## config.mk

```make
export PLATFORM = sky130hd
export DESIGN_NAME = lfsr_gen
export DESIGN_NICKNAME = d
export VERILOG_FILES = /design/src/rtl/lfsr_gen.sv
export SDC_FILE = /design/constraint.sdc
export NUM_CORES = 1
export LEC_CHECK = 0
export ABC_AREA = 1
export BUFFER_PORTS_ARGS = -buffer_cell sky130_fd_sc_hd__buf_2
export CAP_MARGIN = 20
export CORE_UTILIZATION = 55
export CTS_CLUSTER_SIZE = 10
export DETAILED_ROUTE_END_ITERATION = 10
export GPL_TIMING_DRIVEN = 0
export PLACE_DENSITY = 0.85
export SYNTH_ARGS = -nofsm -noshare
export SYNTH_HDL_FRONTEND = slang
export SYNTH_SLANG_ARGS = --single-unit
```

## constraint.sdc

```tcl
create_clock -name clk_i -period 1.6 [get_ports clk_i]
set_input_delay 0.16 -clock clk_i [delete_from_list [all_inputs] [get_ports clk_i]]
set_output_delay 0.16 -clock clk_i [all_outputs]
set_load 0.02 [all_outputs]
```

## src/rtl/lfsr_gen.sv

```systemverilog
// lfsr_gen: maximal-length XNOR Fibonacci LFSR with seed load, single step, STRIDE-step draw and wrap detect.
// Optional feature macro LFSR_LOCKUP_FIX_EN: an all-ones seed is stored as all-zeros and lockup_o is tied low.
module lfsr_gen #(
  parameter int unsigned      WIDTH      = 8,
  parameter logic [WIDTH-1:0] TAPS       = '0,
  parameter logic [WIDTH-1:0] RESET_SEED = '0,
  parameter int unsigned      STRIDE     = WIDTH
) (
  input  logic             clk_i,
  input  logic             rst_ni,
  input  logic             load_i,
  input  logic [WIDTH-1:0] seed_i,
  input  logic             step_i,
  input  logic             draw_i,
  output logic             busy_o,
  output logic             done_o,
  output logic [WIDTH-1:0] lfsr_data_o,
  output logic             wrap_o,
  output logic             lockup_o
);

  if (WIDTH < 3 || WIDTH > 16) begin : g_bad_width
    $error("lfsr_gen: WIDTH must be in 3..16");
  end
  if (STRIDE < 1 || STRIDE > 255) begin : g_bad_stride
    $error("lfsr_gen: STRIDE must be in 1..255");
  end
  if (RESET_SEED == '1) begin : g_bad_seed
    $error("lfsr_gen: RESET_SEED must not be all-ones");
  end

  // Maximal-length XNOR tap masks, one per supported width.
  function automatic logic [15:0] builtinTaps(input int unsigned w);
    case (w)
      3:       return 16'h0006;
      4:       return 16'h000C;
      5:       return 16'h0014;
      6:       return 16'h0030;
      7:       return 16'h0060;
      8:       return 16'h00B8;
      9:       return 16'h0110;
      10:      return 16'h0240;
      11:      return 16'h0500;
      12:      return 16'h0829;
      13:      return 16'h100D;
      14:      return 16'h2015;
      15:      return 16'h6000;
      16:      return 16'hD008;
      default: return 16'h0000;
    endcase
  endfunction

  localparam logic [15:0]      BUILTIN    = builtinTaps(WIDTH);
  localparam logic [WIDTH-1:0] TAP_MASK   = (TAPS != '0) ? TAPS : BUILTIN[WIDTH-1:0];
  localparam logic [7:0]       STRIDE_CNT = 8'(STRIDE);

  typedef enum logic {
    IDLE = 1'b0,
    RUN  = 1'b1
  } state_e;

  state_e           state_q, state_d;
  logic [WIDTH-1:0] lfsr_q, lfsr_d;
  logic [WIDTH-1:0] start_q, start_d;
  logic [7:0]       cnt_q, cnt_d;
  logic             done_q, done_d;
  logic             wrap_q, wrap_d;

  logic             feedback;
  logic [WIDTH-1:0] nextLfsr;
  logic [WIDTH-1:0] seedFixed;
  logic             advance;

  assign feedback = ~^(lfsr_q & TAP_MASK);
  assign nextLfsr = {lfsr_q[WIDTH-2:0], feedback};

`ifdef LFSR_LOCKUP_FIX_EN
  assign seedFixed = (seed_i == '1) ? '0 : seed_i;
  assign lockup_o  = 1'b0;
`else
  assign seedFixed = seed_i;
  assign lockup_o  = (lfsr_q == '1);
`endif

  // Priority per edge: load, then draw accept, then a RUN step, then a single IDLE step.
  always_comb begin
    state_d = state_q;
    lfsr_d  = lfsr_q;
    start_d = start_q;
    cnt_d   = cnt_q;
    done_d  = 1'b0;
    wrap_d  = 1'b0;
    advance = 1'b0;
    if (load_i) begin
      state_d = IDLE;
      lfsr_d  = seedFixed;
      start_d = seedFixed;
      cnt_d   = '0;
    end else begin
      case (state_q)
        IDLE: begin
          if (draw_i) begin
            state_d = RUN;
            cnt_d   = STRIDE_CNT;
          end else if (step_i) begin
            advance = 1'b1;
          end
        end
        RUN: begin
          advance = 1'b1;
          cnt_d   = cnt_q - 8'd1;
          if (cnt_q == 8'd1) begin
            state_d = IDLE;
            done_d  = 1'b1;
          end
        end
        default: state_d = IDLE;
      endcase
    end
    if (advance) begin
      lfsr_d = nextLfsr;
      wrap_d = (nextLfsr == start_q);
    end
  end

  always_ff @(posedge clk_i or negedge rst_ni) begin
    if (!rst_ni) begin
      state_q <= IDLE;
      lfsr_q  <= RESET_SEED;
      start_q <= RESET_SEED;
      cnt_q   <= '0;
      done_q  <= 1'b0;
      wrap_q  <= 1'b0;
    end else begin
      state_q <= state_d;
      lfsr_q  <= lfsr_d;
      start_q <= start_d;
      cnt_q   <= cnt_d;
      done_q  <= done_d;
      wrap_q  <= wrap_d;
    end
  end

  assign busy_o      = (state_q == RUN);
  assign done_o      = done_q;
  assign wrap_o      = wrap_q;
  assign lfsr_data_o = lfsr_q;

`ifndef SYNTHESIS
  // A draw in flight always has steps left, and completion is never reported while still running.
  assert property (@(posedge clk_i) disable iff (!rst_ni) busy_o |-> (cnt_q != 8'd0));
  assert property (@(posedge clk_i) disable iff (!rst_ni) done_o |-> !busy_o);
`endif

endmodule

```

After elaboration in Yosys (flattened, before gate mapping)
Index checks and enable logic that the tools add are counted.

Output and inout bits: 12. Logic and storage cells: 31. Bits in registers: 27.

Equality and inequality tests: 4. Multiplexer cells: 17. Reduce and logical (&&, ||, !) cells: 2. Bitwise gates (word level): 1. Add/sub/neg operators: 1.

Operator list (number): 2-to-1 mux 8 bit (4); one-hot mux 8 bit (2 select lines) (1); 2-to-1 mux 1 bit (10); == test 8 x 1 -> 1 bit (second input constant) (1); == test 8 bit (1); == test 8 bit (second input constant) (1); XNOR reduction 8 bit (1); subtractor 8 x 1 -> 8 bit (second input constant) (1); one-hot mux 1 bit (2 select lines) (2); != test 3 bit (second input constant) (1); nonzero test 2 bit (1); inverter 1 bit (1).

Longest topological paths before layout
Depth after elaboration: 5. Mapped depth: 9.

Worst setup path before layout
Ideal clock, no wire load.

Path kind: register to register. Start point: register lfsr_q[4] (netlist: lfsr_data_o[4]). End point: register wrap_q (netlist: wrap_o). Arrival time: 1.193 ns. Data required time: 1.486 ns. Clock period less this slack: 1.308 ns. Buffers on the path: 0. Setup slack: 0.292 ns. Cell stages (with the launch flop): 10. Path through: dfrtp_1 -> ha_1 -> inv_1 -> nand2_2 -> nand2_1 -> nand2_1 -> nand2_1 -> nand2_1 -> nand2_1 -> nor2_1.

Longest elaborated chain between the ends: 3.

RTL lines: start: declaration (RTL line 63) `logic [WIDTH-1:0] lfsr_q, lfsr_d;`; start signal: assignment (RTL line 136) `lfsr_q <= lfsr_d;`; XNOR reduction 8 bit (RTL line 74) `assign feedback = ~^(lfsr_q & TAP_MASK);`; == test 8 bit * (RTL line 122) `wrap_d = (nextLfsr == start_q);`; 2-to-1 mux 1 bit * (RTL line 120) `if (advance) begin`; net wrap_d (RTL line 67) `logic wrap_q, wrap_d;`; end signal: assignment (RTL line 140) `wrap_q <= wrap_d;`; end: declaration (RTL line 67).

Mark *: on every way through the listed nets, which the timed path passes. The rest lies on a longest branch. A chain may end at the register's enable or synchronous reset.

Worst setup path in the final report
Start point: register lfsr_q[5] (netlist: lfsr_data_o[5]). End point: output port lockup_o.

Longest elaborated chain between the ends: 1.

RTL lines: == test 8 bit (RTL line 82) `assign lockup_o = (lfsr_q == '1);`; end: declaration (RTL line 19) `output logic lockup_o`.

Every way passes these cells.

==> run summary <==
first-pass GRT wire length: 4650 µm
DIE HEIGHT: 53.37 µm
Final Hold Violating Endpoints: 0
DRC errors left: 0
Net Switching: 0.0005244 W
Worst slew margin: 61.22%
sequential share of power: 53.7%
Synth area leaders: dfrtp_1 47%, nand2_1 17%, nand3_1 4.8%
Worst-Margin Slew: 581.7 ps
Max-Cap Viols: 0
crit share post-route: 92.29%
die area: 2848 µm²
CTS tree: done
Core Region: 2477 µm²
post-route minimum period: 1477 ps
achievable frequency: 677.2 MHz
# diodes: 0
PD cells: 925.5 nW/µm²
fraction of layout cells with a size suffix above 1: 22.86%
# Post-CTS Setup Buffers: 0
Syn Nets: 198
Initial DRC Count: 38
Fillers: 215
Bufs on Longest Clock Path: 2
IO Count: 25
Synth cell types: 25
cell taking the most area after synthesis: dfrtp_1
Synth Register Bits: 27
Worst-Skew Late Latency: 330 ps
kind of start point of the critical path: flop
P_int: 0.0009938 W
async set-reset flop share out of synthesis: 100.0%
drt first pass iters: 4
leading cell types by count after synthesis: 64 x nand2_1, 27 x dfrtp_1, 16 x inv_1, 14 x nand3_1, 13 x nor2_1
min-delay worst type: in2reg
FF/Latch Area: 675.6 µm²
die width: 53.37 µm
GRT Util Overall: 23.43%
initial core utilization: 58.59%
Final Instance Area: 1640 µm²
mapped cell area: 1451 µm²
Multi-input gate area: 660.6 µm²
Num CTS Buffers: 3
Primary FF master, synth: dfrtp_1
most common cell in the netlist: nand2_1
Sum Neg Setup Slack: 0 ps
Critical Path End Type: primary output
Worst EP arrival: 1320 ps
Max rail drop VDD: 0.6459 mV
Leak: 0.8880 nW
Final Max Tran Viols: 0
worst-path fanout max: 5
vias: 1,215
Clk pin slew, worst setup/hold paths: 150 ps
Yosys warning count: 0
Post-synth EDFFs: 0
drt total wl: 2889 µm
switch share: 34.54%
worst setup margin: 123.4 ps
combinational share of power: 26.8%
area grow syn2layout: 13.02%
Fin Hold WS: 37.35 ps
routed length per instance: 12.04 µm
Cell Area, Placed: 1604 µm²
Avg Vias per Cell: 5.063
largest net degree at the start of global routing: 28
Gate Count Post-Synth: 182
Root Driver: clkbuf_4
WS Path Type: reg2out
Worst Path Required: 1440 ps
Synth top area share: 46.55%
Clock Sinks: 27
ANT nets after route: 0
total grt overflow: 0
pre-CTS WS: 320.3 ps
vias in the first global route: 1,118
CTS resizes: 0
clk_skew: 13.01 ps
initial antenna violation count: 0
sequential share of the synthesized area: 46.55%
number of I/O port buffers: 23
Final #Nets: 227
GP Congestion: 0.7918
Final setup viols: 0
status: completed
RSZ-0062 raised after global routing: false
H-tree depth: 1
detailed placement HPWL: 2217 µm
Clock Power Share: 19.5%
CTS Hold Bufs: 1
FP Rows: 18
Syn Area/Cell: 7.975 µm²
path summary, 6_finish.rpt:
path | start | endpoint | slack, ps | depth (start not counted)
worst max-delay path | lfsr_data_o[5] | lockup_o | 120 | 4
worst min-delay path | seed_i[3] | start_q[3] | 40 | 3
worst max register to register | lfsr_data_o[5] | wrap_o | 300 | 9
worst min register to register | start_q[3] | start_q[3] | 510 | 2
max in group asynchronous | rst_ni | cnt_q[2] | 870 | 2
min in group asynchronous | rst_ni | lfsr_data_o[5] | 340 | 2
cell type report:
cell class	count	share of cell area [%]
Buffer	2	1.144
Multi-Input combinational cell	128	40.27
Inverter	25	5.873
Sequential cell	27	41.19
Tap cell	30	2.288
Clock buffer	4	1.602
Timing Repair Buffer	24	7.628
through the flow:
stage                     util (%)  cells  power (W)
final                        66.21    240   0.001518
after detailed placement     64.75    235   0.001234
after global routing         66.21    240   0.001618
after global placement       64.75    235   0.001212
after floorplan                  -    182   0.001114
after CTS                    66.21    240   0.001531
state kept, by name, indices dropped and copies added (netlist names):
signal and count:
start_q 8, lfsr_data_o 8, done_o 1, busy_o 1
cnt_q 8, wrap_o 1
logic make-up after synthesis:
logic type               synth area share (%)
flip-flops                              46.55
AO/OA/AOI/OAI                           8.276
XOR/XNOR                                3.017
buffers and inverters                   7.932
AND/OR/NAND/NOR                         31.64
adder cells (fa/ha/maj)                 2.586
placed cells by master, fill, tap and decap left out, types with 4 or more instances in the layout:
cell and instances:
o211ai_1 4, nand3_1 14, buf_2 23, dfrtp_1 27, xnor2_1 5, nor2_1 13, nand2_1 64, inv_2 8
inv_1 16, o21ai_1 8
per-layer routing:
metal	track usage (%)	share of wire, %	vias up
met5	0	0	-
met4	11.40	2.0	0
met3	3.736	4.0	6
met2	39.58	49	31
met1	28.47	45	553
li1	-	-	625
critical path, stage by stage (launching register included):
cell	delay, ps
dfrtp_1	460
ha_1	180
nand3_1	80
nor2_1	100
buf_2	160
power groups by stage:
| stage | Sequential [W] | Clock [W] | Combinational (W) |
|---|---|---|---|
| after floorplan | 0.000846 | 0 | 0.000267 |
| after global placement | 0.000821 | 0 | 0.000390 |
| after detailed placement | 0.000826 | 0 | 0.000407 |
| after CTS | 0.000813 | 0.000307 | 0.000411 |
| after global routing | 0.000824 | 0.000330 | 0.000465 |
| final | 0.000815 | 0.000296 | 0.000407 |
Power figures use the tool's default switching activity.
